`src/rtl/matmul_host_pkg.sv`:
```
// matmul_host shared types.
// Host FSM states and data width.
package matmul_host_pkg;

    localparam int DATA_W = 16;

    typedef enum logic [2:0] {
        LOAD_VEC,
        LOAD_MAT,
        START,
        WAIT_ACK,
        WAIT_DONE,
        DRAIN
    } host_state_t;

endpackage

```
`src/rtl/matmul_host_if.sv`:
```
// matmul_host bundle: input stream, result stream, engine port.
// slave = host side, master = driver/engine side.
interface matmul_host_if #(
    parameter int LEN_BITS = 2,
    parameter int COL_BITS = 4
);
    logic                in_valid;
    logic                in_ready;
    logic [15:0]         in_data;
    logic                out_valid;
    logic                out_ready;
    logic [15:0]         out_data;
    logic                out_last;
    logic                mm_start;
    logic                mm_ready;
    logic [LEN_BITS-1:0] mm_sel_vec;
    logic [LEN_BITS-1:0] mm_sel_row;
    logic [COL_BITS-1:0] mm_sel_col;
    logic [15:0]         mm_data1;
    logic [15:0]         mm_data2;
    logic [COL_BITS-1:0] mm_sel;
    logic [15:0]         mm_data_out;

    modport slave (
        input  in_valid, in_data, out_ready,
        input  mm_ready, mm_sel_vec, mm_sel_row,
        input  mm_sel_col, mm_data_out,
        output in_ready, out_valid, out_data,
        output out_last, mm_start, mm_data1,
        output mm_data2, mm_sel
    );

    modport master (
        output in_valid, in_data, out_ready,
        output mm_ready, mm_sel_vec, mm_sel_row,
        output mm_sel_col, mm_data_out,
        input  in_ready, out_valid, out_data,
        input  out_last, mm_start, mm_data1,
        input  mm_data2, mm_sel
    );
endinterface

```
`src/rtl/matmul_host_operand_store.sv`:
```
// Operand storage: vector + row-major matrix.
// One synchronous write port, two async read ports.
module operand_store #(
    parameter int LEN_BITS = 2,
    parameter int COL_BITS = 4
) (
    input  logic                         clk,
    input  logic                         we_i,
    input  logic                         sel_mat_i,
    input  logic [LEN_BITS+COL_BITS-1:0] waddr_i,
    input  logic [15:0]                  wdata_i,
    input  logic [LEN_BITS-1:0]          vaddr_i,
    input  logic [LEN_BITS+COL_BITS-1:0] maddr_i,
    output logic [15:0]                  vdata_o,
    output logic [15:0]                  mdata_o
);
    localparam int NV = 2 ** LEN_BITS;
    localparam int NM = 2 ** (LEN_BITS + COL_BITS);

    logic [15:0] vec_q [NV];
    logic [15:0] mat_q [NM];

    // Write the selected array; contents are never cleared.
    always_ff @(posedge clk) begin
        if (we_i) begin
            if (sel_mat_i) begin
                mat_q[waddr_i] <= wdata_i;
            end else begin
                vec_q[waddr_i[LEN_BITS-1:0]] <= wdata_i;
            end
        end
    end

    assign vdata_o = vec_q[vaddr_i];
    assign mdata_o = mat_q[maddr_i];
endmodule

```
`src/rtl/matmul_host.sv`:
```
// Host initiator for the matmul engine.
// Loads operands, starts the engine, serves reads, drains results.
module matmul_host
    import matmul_host_pkg::*;
#(
    parameter int LEN_BITS = 2,
    parameter int COL_BITS = 4
) (
    input logic          clk,
    input logic          rst,
    matmul_host_if.slave bus
);
    localparam int CNT_W = LEN_BITS + COL_BITS;
    localparam logic [CNT_W-1:0] VEC_LAST = CNT_W'(2 ** LEN_BITS - 1);
    localparam logic [CNT_W-1:0] MAT_LAST = CNT_W'(2 ** CNT_W - 1);
    localparam logic [COL_BITS-1:0] COL_LAST = COL_BITS'(2 ** COL_BITS - 1);
    localparam logic [CNT_W-1:0] ONE = CNT_W'(1);

    host_state_t      state_q, state_d;
    logic [CNT_W-1:0] cnt_q, cnt_d;
    logic             in_ready, out_valid, mm_start;
    logic             we, sel_mat;
    logic             col_last;

    assign col_last = (cnt_q[COL_BITS-1:0] == COL_LAST);

    // State and counter registers with synchronous reset.
    always_ff @(posedge clk) begin
        if (rst) begin
            state_q <= LOAD_VEC;
            cnt_q   <= '0;
        end else begin
            state_q <= state_d;
            cnt_q   <= cnt_d;
        end
    end

    // Next state, counter and handshake outputs.
    always_comb begin
        state_d   = state_q;
        cnt_d     = cnt_q;
        in_ready  = 1'b0;
        out_valid = 1'b0;
        mm_start  = 1'b0;
        we        = 1'b0;
        sel_mat   = 1'b0;
        unique case (state_q)
            LOAD_VEC: begin
                in_ready = 1'b1;
                we       = bus.in_valid;
                if (bus.in_valid) begin
                    if (cnt_q == VEC_LAST) begin
                        cnt_d   = '0;
                        state_d = LOAD_MAT;
                    end else begin
                        cnt_d = cnt_q + ONE;
                    end
                end
            end
            LOAD_MAT: begin
                in_ready = 1'b1;
                we       = bus.in_valid;
                sel_mat  = 1'b1;
                if (bus.in_valid) begin
                    if (cnt_q == MAT_LAST) begin
                        cnt_d   = '0;
                        state_d = START;
                    end else begin
                        cnt_d = cnt_q + ONE;
                    end
                end
            end
            START: begin
                if (bus.mm_ready) begin
                    mm_start = 1'b1;
                    state_d  = WAIT_ACK;
                end
            end
            WAIT_ACK: begin
                if (!bus.mm_ready) begin
                    state_d = WAIT_DONE;
                end
            end
            WAIT_DONE: begin
                if (bus.mm_ready) begin
                    cnt_d   = '0;
                    state_d = DRAIN;
                end
            end
            DRAIN: begin
                out_valid = 1'b1;
                if (bus.out_ready) begin
                    if (col_last) begin
                        cnt_d   = '0;
                        state_d = LOAD_VEC;
                    end else begin
                        cnt_d = cnt_q + ONE;
                    end
                end
            end
            default: begin
                state_d = LOAD_VEC;
                cnt_d   = '0;
            end
        endcase
    end

    assign bus.in_ready  = in_ready;
    assign bus.out_valid = out_valid;
    assign bus.mm_start  = mm_start;
    assign bus.out_data  = bus.mm_data_out;
    assign bus.out_last  = (state_q == DRAIN) && col_last;
    assign bus.mm_sel    = (state_q == DRAIN) ? cnt_q[COL_BITS-1:0] : '0;

    operand_store #(
        .LEN_BITS (LEN_BITS),
        .COL_BITS (COL_BITS)
    ) u_store (
        .clk       (clk),
        .we_i      (we),
        .sel_mat_i (sel_mat),
        .waddr_i   (cnt_q),
        .wdata_i   (bus.in_data),
        .vaddr_i   (bus.mm_sel_vec),
        .maddr_i   ({bus.mm_sel_row, bus.mm_sel_col}),
        .vdata_o   (bus.mm_data1),
        .mdata_o   (bus.mm_data2)
    );
endmodule

```
`src/flat_wrapper.sv`:
```
// flat-port wrapper written by rule: the top's interface ports become plain ports
module matmul_host_flat import matmul_host_pkg::*;
#(
    parameter int LEN_BITS = 2,
    parameter int COL_BITS = 4
)
  (clk, rst, bus_in_valid, bus_in_data, bus_out_ready, bus_mm_ready, bus_mm_sel_vec, bus_mm_sel_row, bus_mm_sel_col, bus_mm_data_out, bus_in_ready, bus_out_valid, bus_out_data, bus_out_last, bus_mm_start, bus_mm_data1, bus_mm_data2, bus_mm_sel);
  matmul_host_if #(.LEN_BITS(LEN_BITS), .COL_BITS(COL_BITS)) bus_i ();
  input logic clk;
  input logic rst;
  input wire logic [$bits(bus_i.in_valid)-1:0] bus_in_valid;
  input wire logic [$bits(bus_i.in_data)-1:0] bus_in_data;
  input wire logic [$bits(bus_i.out_ready)-1:0] bus_out_ready;
  input wire logic [$bits(bus_i.mm_ready)-1:0] bus_mm_ready;
  input wire logic [$bits(bus_i.mm_sel_vec)-1:0] bus_mm_sel_vec;
  input wire logic [$bits(bus_i.mm_sel_row)-1:0] bus_mm_sel_row;
  input wire logic [$bits(bus_i.mm_sel_col)-1:0] bus_mm_sel_col;
  input wire logic [$bits(bus_i.mm_data_out)-1:0] bus_mm_data_out;
  output wire logic [$bits(bus_i.in_ready)-1:0] bus_in_ready;
  output wire logic [$bits(bus_i.out_valid)-1:0] bus_out_valid;
  output wire logic [$bits(bus_i.out_data)-1:0] bus_out_data;
  output wire logic [$bits(bus_i.out_last)-1:0] bus_out_last;
  output wire logic [$bits(bus_i.mm_start)-1:0] bus_mm_start;
  output wire logic [$bits(bus_i.mm_data1)-1:0] bus_mm_data1;
  output wire logic [$bits(bus_i.mm_data2)-1:0] bus_mm_data2;
  output wire logic [$bits(bus_i.mm_sel)-1:0] bus_mm_sel;
  assign bus_i.in_valid = bus_in_valid;
  assign bus_i.in_data = bus_in_data;
  assign bus_i.out_ready = bus_out_ready;
  assign bus_i.mm_ready = bus_mm_ready;
  assign bus_i.mm_sel_vec = bus_mm_sel_vec;
  assign bus_i.mm_sel_row = bus_mm_sel_row;
  assign bus_i.mm_sel_col = bus_mm_sel_col;
  assign bus_i.mm_data_out = bus_mm_data_out;
  assign bus_in_ready = bus_i.in_ready;
  assign bus_out_valid = bus_i.out_valid;
  assign bus_out_data = bus_i.out_data;
  assign bus_out_last = bus_i.out_last;
  assign bus_mm_start = bus_i.mm_start;
  assign bus_mm_data1 = bus_i.mm_data1;
  assign bus_mm_data2 = bus_i.mm_data2;
  assign bus_mm_sel = bus_i.mm_sel;
  matmul_host #(.LEN_BITS(LEN_BITS), .COL_BITS(COL_BITS)) u_core (.clk(clk), .rst(rst), .bus(bus_i));
endmodule
```
`config.mk`:
```
export PLATFORM = sky130hd
export DESIGN_NAME = matmul_host_flat
export DESIGN_NICKNAME = d
export VERILOG_FILES = /design/src/rtl/matmul_host_pkg.sv /design/src/rtl/matmul_host_if.sv /design/src/rtl/matmul_host_operand_store.sv /design/src/rtl/matmul_host.sv /design/src/flat_wrapper.sv
export SDC_FILE = /design/constraint.sdc
export NUM_CORES = 1
export LEC_CHECK = 0
export CAP_MARGIN = 20
export CORE_MARGIN = 5
export CORE_UTILIZATION = 40
export CTS_BUF_LIST = sky130_fd_sc_hd__clkbuf_4 sky130_fd_sc_hd__clkbuf_8 sky130_fd_sc_hd__clkbuf_16
export DETAILED_ROUTE_END_ITERATION = 8
export HOLD_SLACK_MARGIN = 0.02
export MAX_ROUTING_LAYER = met4
export PLACE_DENSITY = 0.55
export SETUP_SLACK_MARGIN = 0.1
export SLEW_MARGIN = 20
export SYNTH_ARGS = -nofsm -noshare
export SYNTH_HDL_FRONTEND = slang
export SYNTH_SLANG_ARGS = --single-unit
```
`constraint.sdc`:
```
create_clock -name clk -period 3.9 [get_ports clk]
set_clock_uncertainty 0.1 [all_clocks]
set_input_delay 0.585 -clock clk [delete_from_list [all_inputs] [get_ports clk]]
set_output_delay 0.585 -clock clk [all_outputs]
set_load 0.03 [all_outputs]
```
[Word-level counts from Yosys, hierarchy flattened]
Memories as Yosys holds them, arrays and structs flattened.
Cells that the tools add are included.
Word-level totals
  input bits: 45
  memories: 2
  register bits: 9
  output and inout bits: 56
  memory bits (writable): 1088
Cells by class
  equality and inequality tests: 17
  $add $sub $neg: 1
  muxes and demuxes: 31
  bitwise gates (word level): 1
  reduce and logical (&&, ||, !) cells: 6
Memories
  u_core.u_store.mat_q: depth 64, width 16, read ports 1, clocked after Yosys merged registers in 0, wr ports 1, RTL line matmul_host_operand_store.sv:21  | logic [15:0] mat_q [NM];
  u_core.u_store.vec_q: depth 4, width 16, read ports 1, clocked after Yosys merged registers in 0, wr ports 1, RTL line matmul_host_operand_store.sv:20  | logic [15:0] vec_q [NV];
Operator list (count)
  6-bit 2-to-1 mux: 7
  6-bit case mux with 5 select lines: 1
  3-bit 2-to-1 mux: 9
  3-bit case mux with 6 select lines: 1
  1-bit 2-to-1 mux: 12
  2-bit inequality test, second input constant: 6
  9-bit AND reduction: 1
  6-bit by 1-bit adder with 6-bit output, second input constant: 1
  3-bit by 2-bit equality test with 1-bit output, second input constant: 2
  3-bit equality test, second input constant: 2
  6-bit by 2-bit equality test with 1-bit output, second input constant: 1
  6-bit equality test, second input constant: 1
  2-bit by 1-bit inequality test with 1-bit output, second input constant: 3
  5-bit AND reduction: 1
  4-bit equality test, second input constant: 1
  4-bit 2-to-1 mux: 1
  2-bit OR reduction: 2
  3-bit by 1-bit equality test with 1-bit output, second input constant: 1
  3-bit logical NOT: 1
  1-bit logical AND: 1
  1-bit NOT: 1

[Depth between registers and ports, before layout]
  word-level depth: 5
  mapped depth: 10

[Modules after synthesis]
A second synthesis with hierarchy kept.
Unflattened totals
  cells, all modules: 1906
  area total of the unflattened synthesis: 42537.0 um^2
By module, submodules not included
  operand_store: cells each 1799, area an instance 41732.5 um^2, instances 1
  matmul_host: cells each 107, area an instance 804.5 um^2, instances 1

[Worst setup path before layout]
OpenSTA, ideal clock, no wires.
  path kind: input to output
  start point: input port bus_mm_sel_col[1]
  end point: output port bus_mm_data2[11]
  setup slack: 719 ps
  data required time: 3215 ps
  data arrival time: 2496 ps
  stages: 9
  cell sequence: buf_4 > buf_6 > buf_6 > buf_4 > mux4_2 > mux2i_1 > a22oi_1 > o221ai_1 > o31ai_1
Between the ends
  longest elaborated chain between the ends: 1
RTL lines
  start, declared: RTL line flat_wrapper.sv:17  | input wire logic [$bits(bus_i.mm_sel_col)-1:0] bus_mm_sel_col;
  memory 64 x 16 bit
  end, declared: RTL line flat_wrapper.sv:25  | output wire logic [$bits(bus_i.mm_data2)-1:0] bus_mm_data2;
Every way passes these cells.

[Worst setup path in the final report]
  start point: input port bus_mm_sel_col[3]
  end point: output port bus_mm_data2[7]
The elaborated chain is that of the path after synthesis.

==> results.md <==
- The setup path with the least slack is of type in -> out.
- The average wire per standard cell is 29.72 µm.
- The first global-routing pass estimated 155900 µm of wire.
- The number of instances in the synthesized netlist is 1886.
- For this block, the initial DRC count from the detailed router was 2007.
- Of the total power, combinational logic draws 5.8%.
- The detailed router placed 20660 vias in this run.
- For this design the total switching power over the nets is 0.005254 W.
- The fraction of post-synthesis cell area in the top cell type by area is 76.93%.
- The horizontal extent of the die is 335.8 µm.
- Setup repair after global routing could not meet its margin everywhere.
- For this run, the post-layout net count is 2214.
- The final core utilization is 47.30%.
- Measured against the total synthesized area, the mux share comes to 16.29%.
- The region available for standard cell placement spans 105400 µm².
- The shortest clock period the worst path allows after layout is 3751 ps.
- The sum of overflow across all layers after global routing is 0.
- At the worst endpoint, the arrival time is 3070 ps.
- The leakage power summed over all cells is 15.86 nW.
- The number of hold-repair buffers added at the cts stage is 0.
- Summing all flip-flop and latch instances after layout gives 32850 µm².
- The cell area after synthesis is 42470 µm².
- In the final timing run, aggregate negative setup slack is 0 ps.
- The area growth from synthesis to final layout is 17.40%.
- The type of origin of the critical path is an input pin.
- The peak supply drop is 0.3377 mV.
- The count of pins on the block boundary is 101.
- Net switching is 20.92% of the power.
- The die footprint is 112800 µm².
- The remaining antenna violation count after routing is 0.
- The run finished with clean final reports.
- The number of different library cells in the post-synthesis netlist is 49.
- The H-tree generated during clock tree synthesis spans 3 levels.
- The via count of the first global-routing pass came to 20930.
- The HPWL after detailed placement is 67990 µm.
- The clock passes through at most 3 buffers.
- Clock-pin slew was measured on the worst setup and hold paths at 60 ps.
- TritonCTS built the clock tree.
- The share of the synthesized area in compound gates (AO/OA/AOI/OAI) is 2.295%.
- The area used by multi-input combinational logic is 8925 µm².
- STA classifies the critical path endpoint as a primary output.
- The number of maximum-capacitance violations is 0.
- In this run, synthesis inferred 1088 flip-flops with an integrated enable.
- The signal on the critical path passes through clkdlybuf4s50_1, buf_4, buf_4, and2_1, buf_4, nand2b_1, o2111ai_1, a221oi_1, o31ai_2, buf_4, buf_12.
- The placer's final routability congestion estimate is 0.8846.
- The top cell type by total area after synthesis is edfxtp_1.
- In this run the critical register-to-register path is captured at u_core.u_store.mat_q[61][3]$_DFFE_PP_.
- The critical path starts at bus_mm_sel_col[3].
- The synthesized netlist devotes 2.089% of its cell area to simple gates.
- The critical path runs through a total of 11 cells.
- The synthesized-area fraction occupied by xor and xnor cells is 0%.
- The number of antenna violations at the first check in global routing is 1.
- On the worst path, the slowest cell contributes a delay of 470 ps.
- The cell with the most instances after synthesis is edfxtp_1.
- The number of rows created at floorplan is 119.
- The combinational family with the most area after synthesis is multiplexers.
- The cell with the largest stage delay on the worst path is o31ai_2.
- The overall die height is 335.8 µm.
- For the worst setup path, the data required time is 3210 ps.
- The main flop type after synthesis is edfxtp_1.
- The final number of max-transition violations was 0.
- Following the worst setup path forward leads to its endpoint at bus_mm_data2[7].
- During placement, the flow inserted port buffers numbering 68.
- Overall power consumption after layout is estimated at 0.02511 W.
- The filler cells instantiated in the layout total 8715.
- The startpoint of the worst register-to-register path is u_core.state_q[0]$_SDFFE_PP0P_.
- The initial utilization of the core area, before any placement, comes to 40.29%.
- The proportion of layout cells with a drive suffix above 1 is 33.26%.
- Of the total power, the clock network draws 42.4%.
- The post-CTS setup-driven buffer insertion count is 0.
- The count of final hold-check violations came to 0.
- Of the total power, registers draw 51.8%.
- The largest fanout on the critical path is 15.
- For the pin with the worst max-slew slack, the measured transition is 1077 ps.
- Counting both buffers and inverters, the worst setup path holds a total of 6.
- During synthesis, Yosys emitted a total of 0 warnings.
- The setup check on the worst reg-to-reg path leaves a slack of 820 ps.
- Setup violations remaining at the end of the flow were counted as 0.
- The number of clock sinks seen by CTS is 1097.
- Entering global routing, the biggest net connects 64 pins.
- The cell family contributing the most delay on the critical path is buffers and inverters.
- The synthesized netlist devotes 0.1473% of its cell area to adder and majority cells.
- Global routing consumed, over all layers together, 19.84% of the routing resources.
- The part of the cycle the worst path needs is 96.18%.
- In this design, the critical path's most frequently occurring cell is buf_4.
- Summed over all layers, the routed wires come to 108400 µm.
- By count the netlist is led by edfxtp_1 (1088), mux4_2 (283), nor2_1 (75).
- Clock latency on the worst-skew pair, taken at its later pin, is 690 ps.
- The first-pass detailed-route iteration total is 5.
- In this run the power density over the cells is 503.6 nW/µm².
- The internal power summed over all cells is 0.01986 W.
- In the routed layout, each cell is associated on average with a via count of 5.664.
- The net count of the mapped netlist is 1936.
- Headroom to the max-slew limit came out at 28.21%.
- The achievable frequency is 266.6 MHz.
- For this run, the register share of the synthesized area comes to 77.35%.
- A synthesized cell averages 22.52 µm².
- The fraction of registers with async set/reset is 0%.
- The root cell of the clock tree is clkbuf_16.
- The tightest min-delay check is of the in -> reg type.
- The number of clock buffers added by TritonCTS is 111.
- Ranked by total cell area, the synthesized netlist is headed by edfxtp_1 (77%), mux4_2 (15%), mux2i_1 (1.2%), nor2_1 (0.66%), buf_4 (0.57%).
- Counting cells, the worst reg-to-reg path comes to 7.
- After detailed routing, the number of remaining DRC violations is 0.
- The register bit count reported by yosys is 1097.
## cells by family after synthesis
group | after synthesis
flops | 1097
mux | 337
simple gates | 180
compound gates | 139
buf+inv | 128
fa+ha+maj | 5
## worst reg2reg max path: stages (launching register included)
cell	delay, ps
dfxtp_1	560
inv_1	200
nor3b_1	230
buf_4	180
nand3_1	560
buf_4	410
nor2_1	110
buf_4	350
## metal layers
layer	up-vias	routed length [µm]	track usage, %	part of all wire [%]
met3	150	7287	3.199	6.7
met1	11210	46770	28.28	43
met5	-	0	-	0
met4	0	2882	5.379	2.7
met2	746	51480	30.17	47
li1	8552	-	-	-
## placed cells by master (no fill, tap or decap), types with 25 or more instances in the layout
cell	n
edfxtp_1	1088
mux4_2	283
buf_4	209
clkbuf_16	113
nor2_1	65
mux2i_1	48
clkdlybuf4s50_1	32
buf_12	31
clkbuf_4	25
## area by class of cell
| cell class | count | share of cell area (%) |
|---|---|---|
| Multi-Input combinational cell | 661 | 17.90 |
| Antenna cell | 2 | 0.01004 |
| Clock buffer | 138 | 6.048 |
| Clock inverter | 66 | 1.343 |
| Sequential cell | 1097 | 65.89 |
| Inverter | 4 | 0.03011 |
| Tap cell | 1391 | 3.491 |
| Timing Repair Buffer | 289 | 5.290 |
## worst min path at each step
stage | startpoint | end | slack [ps] | cells after the start
floorplan | u_core.cnt_q[1]$_SDFFE_PP0P_ | u_core.cnt_q[1]$_SDFFE_PP0P_ | 430 | 2
global placement | u_core.cnt_q[1]$_SDFFE_PP0P_ | u_core.cnt_q[1]$_SDFFE_PP0P_ | 490 | 2
detailed placement | u_core.cnt_q[1]$_SDFFE_PP0P_ | u_core.cnt_q[1]$_SDFFE_PP0P_ | 510 | 2
CTS | bus_in_data[9] | u_core.u_store.mat_q[18][9]$_DFFE_PP_ | 350 | 1
global route | bus_in_data[9] | u_core.u_store.mat_q[23][9]$_DFFE_PP_ | 390 | 1
finish | bus_in_data[0] | u_core.u_store.mat_q[39][0]$_DFFE_PP_ | 380 | 1
## power groups by stage
| stage | Clock, W | Sequential (W) | Combinational (W) |
|---|---|---|---|
| finish | 0.0107 | 0.0130 | 0.00146 |
| global route | 0.0114 | 0.0130 | 0.00154 |
| CTS | 0.0109 | 0.0130 | 0.00148 |
| detailed placement | 0 | 0.0133 | 0.00147 |
| global placement | 0 | 0.0133 | 0.00145 |
| floorplan | 0 | 0.0132 | 0.000731 |
## flip-flops by register name, summed over array words and instances (netlist names)
signal / cells
u_core.state_q: 3
u_core.u_store.vec_q: 64
u_core.u_store.mat_q: 1024
u_core.cnt_q: 6
## metrics by stage
stage / hold WS [ps] / worst slack (ps) / std cells / area [µm²]
after CTS: 353.0 / 88.61 / 3646 / 49810
after global routing: 391.1 / 78.07 / 3646 / 49850
final: 380.4 / 148.8 / 3648 / 49860
after floorplan: 434.2 / 719.2 / 1886 / 42470
after global placement: 488.8 / -102.6 / 3442 / 46100
after detailed placement: 505.7 / -75.01 / 3442 / 46100
## repair_timing
item / 4_1_cts / 5_1_grt
pin swaps: 0 / 0
gates resized for setup: 5 / 5
setup endpoints to repair: 5 / 7
No activity file was read; power rests on OpenSTA's default activity.
==> RTL change (config.mk and constraints unchanged) <==
Encoding of `host_state_t`: now Gray code (3 bits for 6 states).
--- a/src/rtl/matmul_host_pkg.sv
+++ b/src/rtl/matmul_host_pkg.sv
@@ -5,12 +5,12 @@
     localparam int DATA_W = 16;
 
     typedef enum logic [2:0] {
-        LOAD_VEC,
-        LOAD_MAT,
-        START,
-        WAIT_ACK,
-        WAIT_DONE,
-        DRAIN
+        LOAD_VEC  = 3'b000,
+        LOAD_MAT  = 3'b001,
+        START     = 3'b011,
+        WAIT_ACK  = 3'b010,
+        WAIT_DONE = 3'b110,
+        DRAIN     = 3'b111
     } host_state_t;
 
 endpackage
Check against the original RTL: no difference found for any inputs over 4 cycles, from zero or initial values and one cycle with rst high; so few cycles prove little.
==> RTL change against the unedited design <==
Count of clock-buffer cells in the layout unchanged. Power up 0.92%. Die area down 0.80%. Area after synthesis down 0.82%. Global-route usage down 0.42 points. First-iteration DRC count down 0.40%. Worst setup slack better by 0.030 ns. Sequential cell count unchanged. Wire length down 2.6%. Final area down 0.47%. Critical endpoint is now bus_mm_data2[3]. Highest routed layer unchanged.
==> RTL change: results <==
[setup_path]
slowest_delay_ns = 0.57
crit_fanout = 11
slowest_stage = "a211oi_2"
arrival_ns = 3.04
r2r_cells = 6
crit_family = "compound AO/OA/AOI/OAI gates"

[routing]
num_vias = 20637
post_drt_wl_per_cell_um = 28.7
drt-initial-drc-count = 1999
ant_nets = 0
drt_first_pass_iters = 7

[cells_and_area]
drive_gt1_share_pct = 29.9
stdcell_count = 3679
finalNetCount = 2243
largest_reg_flops = 1024
num-fill-cells = 8628

[placement]
dpl.cell_count = 3469
place_hpwl_um = 66200
gp_congestion = 0.809
dpl_cell_area_sq_um = 45800
pre_cts_ws_ns = -0.149

[synthesis]
ys_seq_area_share_pct = 78.0
synthCells = 1948
synth-edff-count = 1088
yosys-top-cells-area = "edfxtp_1 78%, mux4_2 14%, a22oi_1 1.1%"
synth.distinct_cells = 48
synth_common_cells = "1088 x edfxtp_1, 261 x mux4_2, 91 x nor2_1, 64 x a22oi_1, 51 x nand2_1"
synth_fp_nets = 1998

[worst_hold_path]
min_path_cells = 1

[clock_tree]
cts_buffers = 113
cts.clk_slew.worst_paths_ns = 0.06
cts_max_path_buffers = 3

[sta]
fin_crit_ns = 3.72
relSlewSlack_pct = 22.2

[status]
status = "finished clean"

[global_routing]
antenna_found_initial = 3
grt_pass1_wl_um = 152000
track_usage_pct = 19.4
grt_max_degree = 69

[power_and_ir_drop]
vdd_drop_max_uv = 361
power_leakage_nw = 15.8
p_comb_share_pct = 5.7
p_clk_share_pct = 43.0
p_int_w = 0.0201
RTL change: cell types whose count changed after synthesis, sizes merged, moves of 11 or more:
cell / change
clkbuf: +16
o221ai: -24
a21oi: +24
buf: -15
o31ai: -13
nor2b: -14
mux4: -22
o21ai: -11
a22oi: +50
o22ai: +20
nor2: +16
mux2i: -14
nand2: +31
RTL change: routing by layer:
layer	vias to the layer above	part of all wire (%)	GRT usage, %
li1	8680	-	-
met1	11082	43	26.9
met2	742	47	29.5
met3	133	7.7	4.61
met4	0	2.4	4.83
met5	-	0	-
RTL change: layout make-up:
type	instances	area (sq um)	share of cell area, %
Tap cell	1391	1740	3.51
Inverter	10	37.5	0.0756
Timing Repair Buffer	255	2500	5.05
Clock buffer	138	3030	6.11
Antenna cell	4	10.0	0.0202
Clock inverter	68	744	1.50
Multi-Input combinational cell	716	8700	17.5
Sequential cell	1097	32900	66.2
RTL change: final timing paths:
check	to	start	slack, ns
max	bus_mm_data2[3]	bus_mm_sel_row[0]	0.18
min	u_core.u_store.mat_q[30][15]	bus_in_data[15]	0.32
max reg2reg	u_core.u_store.mat_q[12][12]	u_core.state_q[0]	1.03
min reg2reg	u_core.cnt_q[2]	u_core.cnt_q[2]	0.53
RTL change: what timing repair did:
action / in CTS / in global routing
endpoints found under the setup margin: 13 / 6
resized for setup: 14 / 6
pin swaps: 0 / 0
RTL change: kinds of logic after synthesis:
family | count (synthesis) | share of synthesized area (%)
simple gates | 211 | 2.23
compound gates | 202 | 3.29
buf+inv | 135 | 1.51
mux | 297 | 14.8
flops | 1097 | 78.0
fa+ha+maj | 5 | 0.149
xor+xnor | 1 | 0.0208
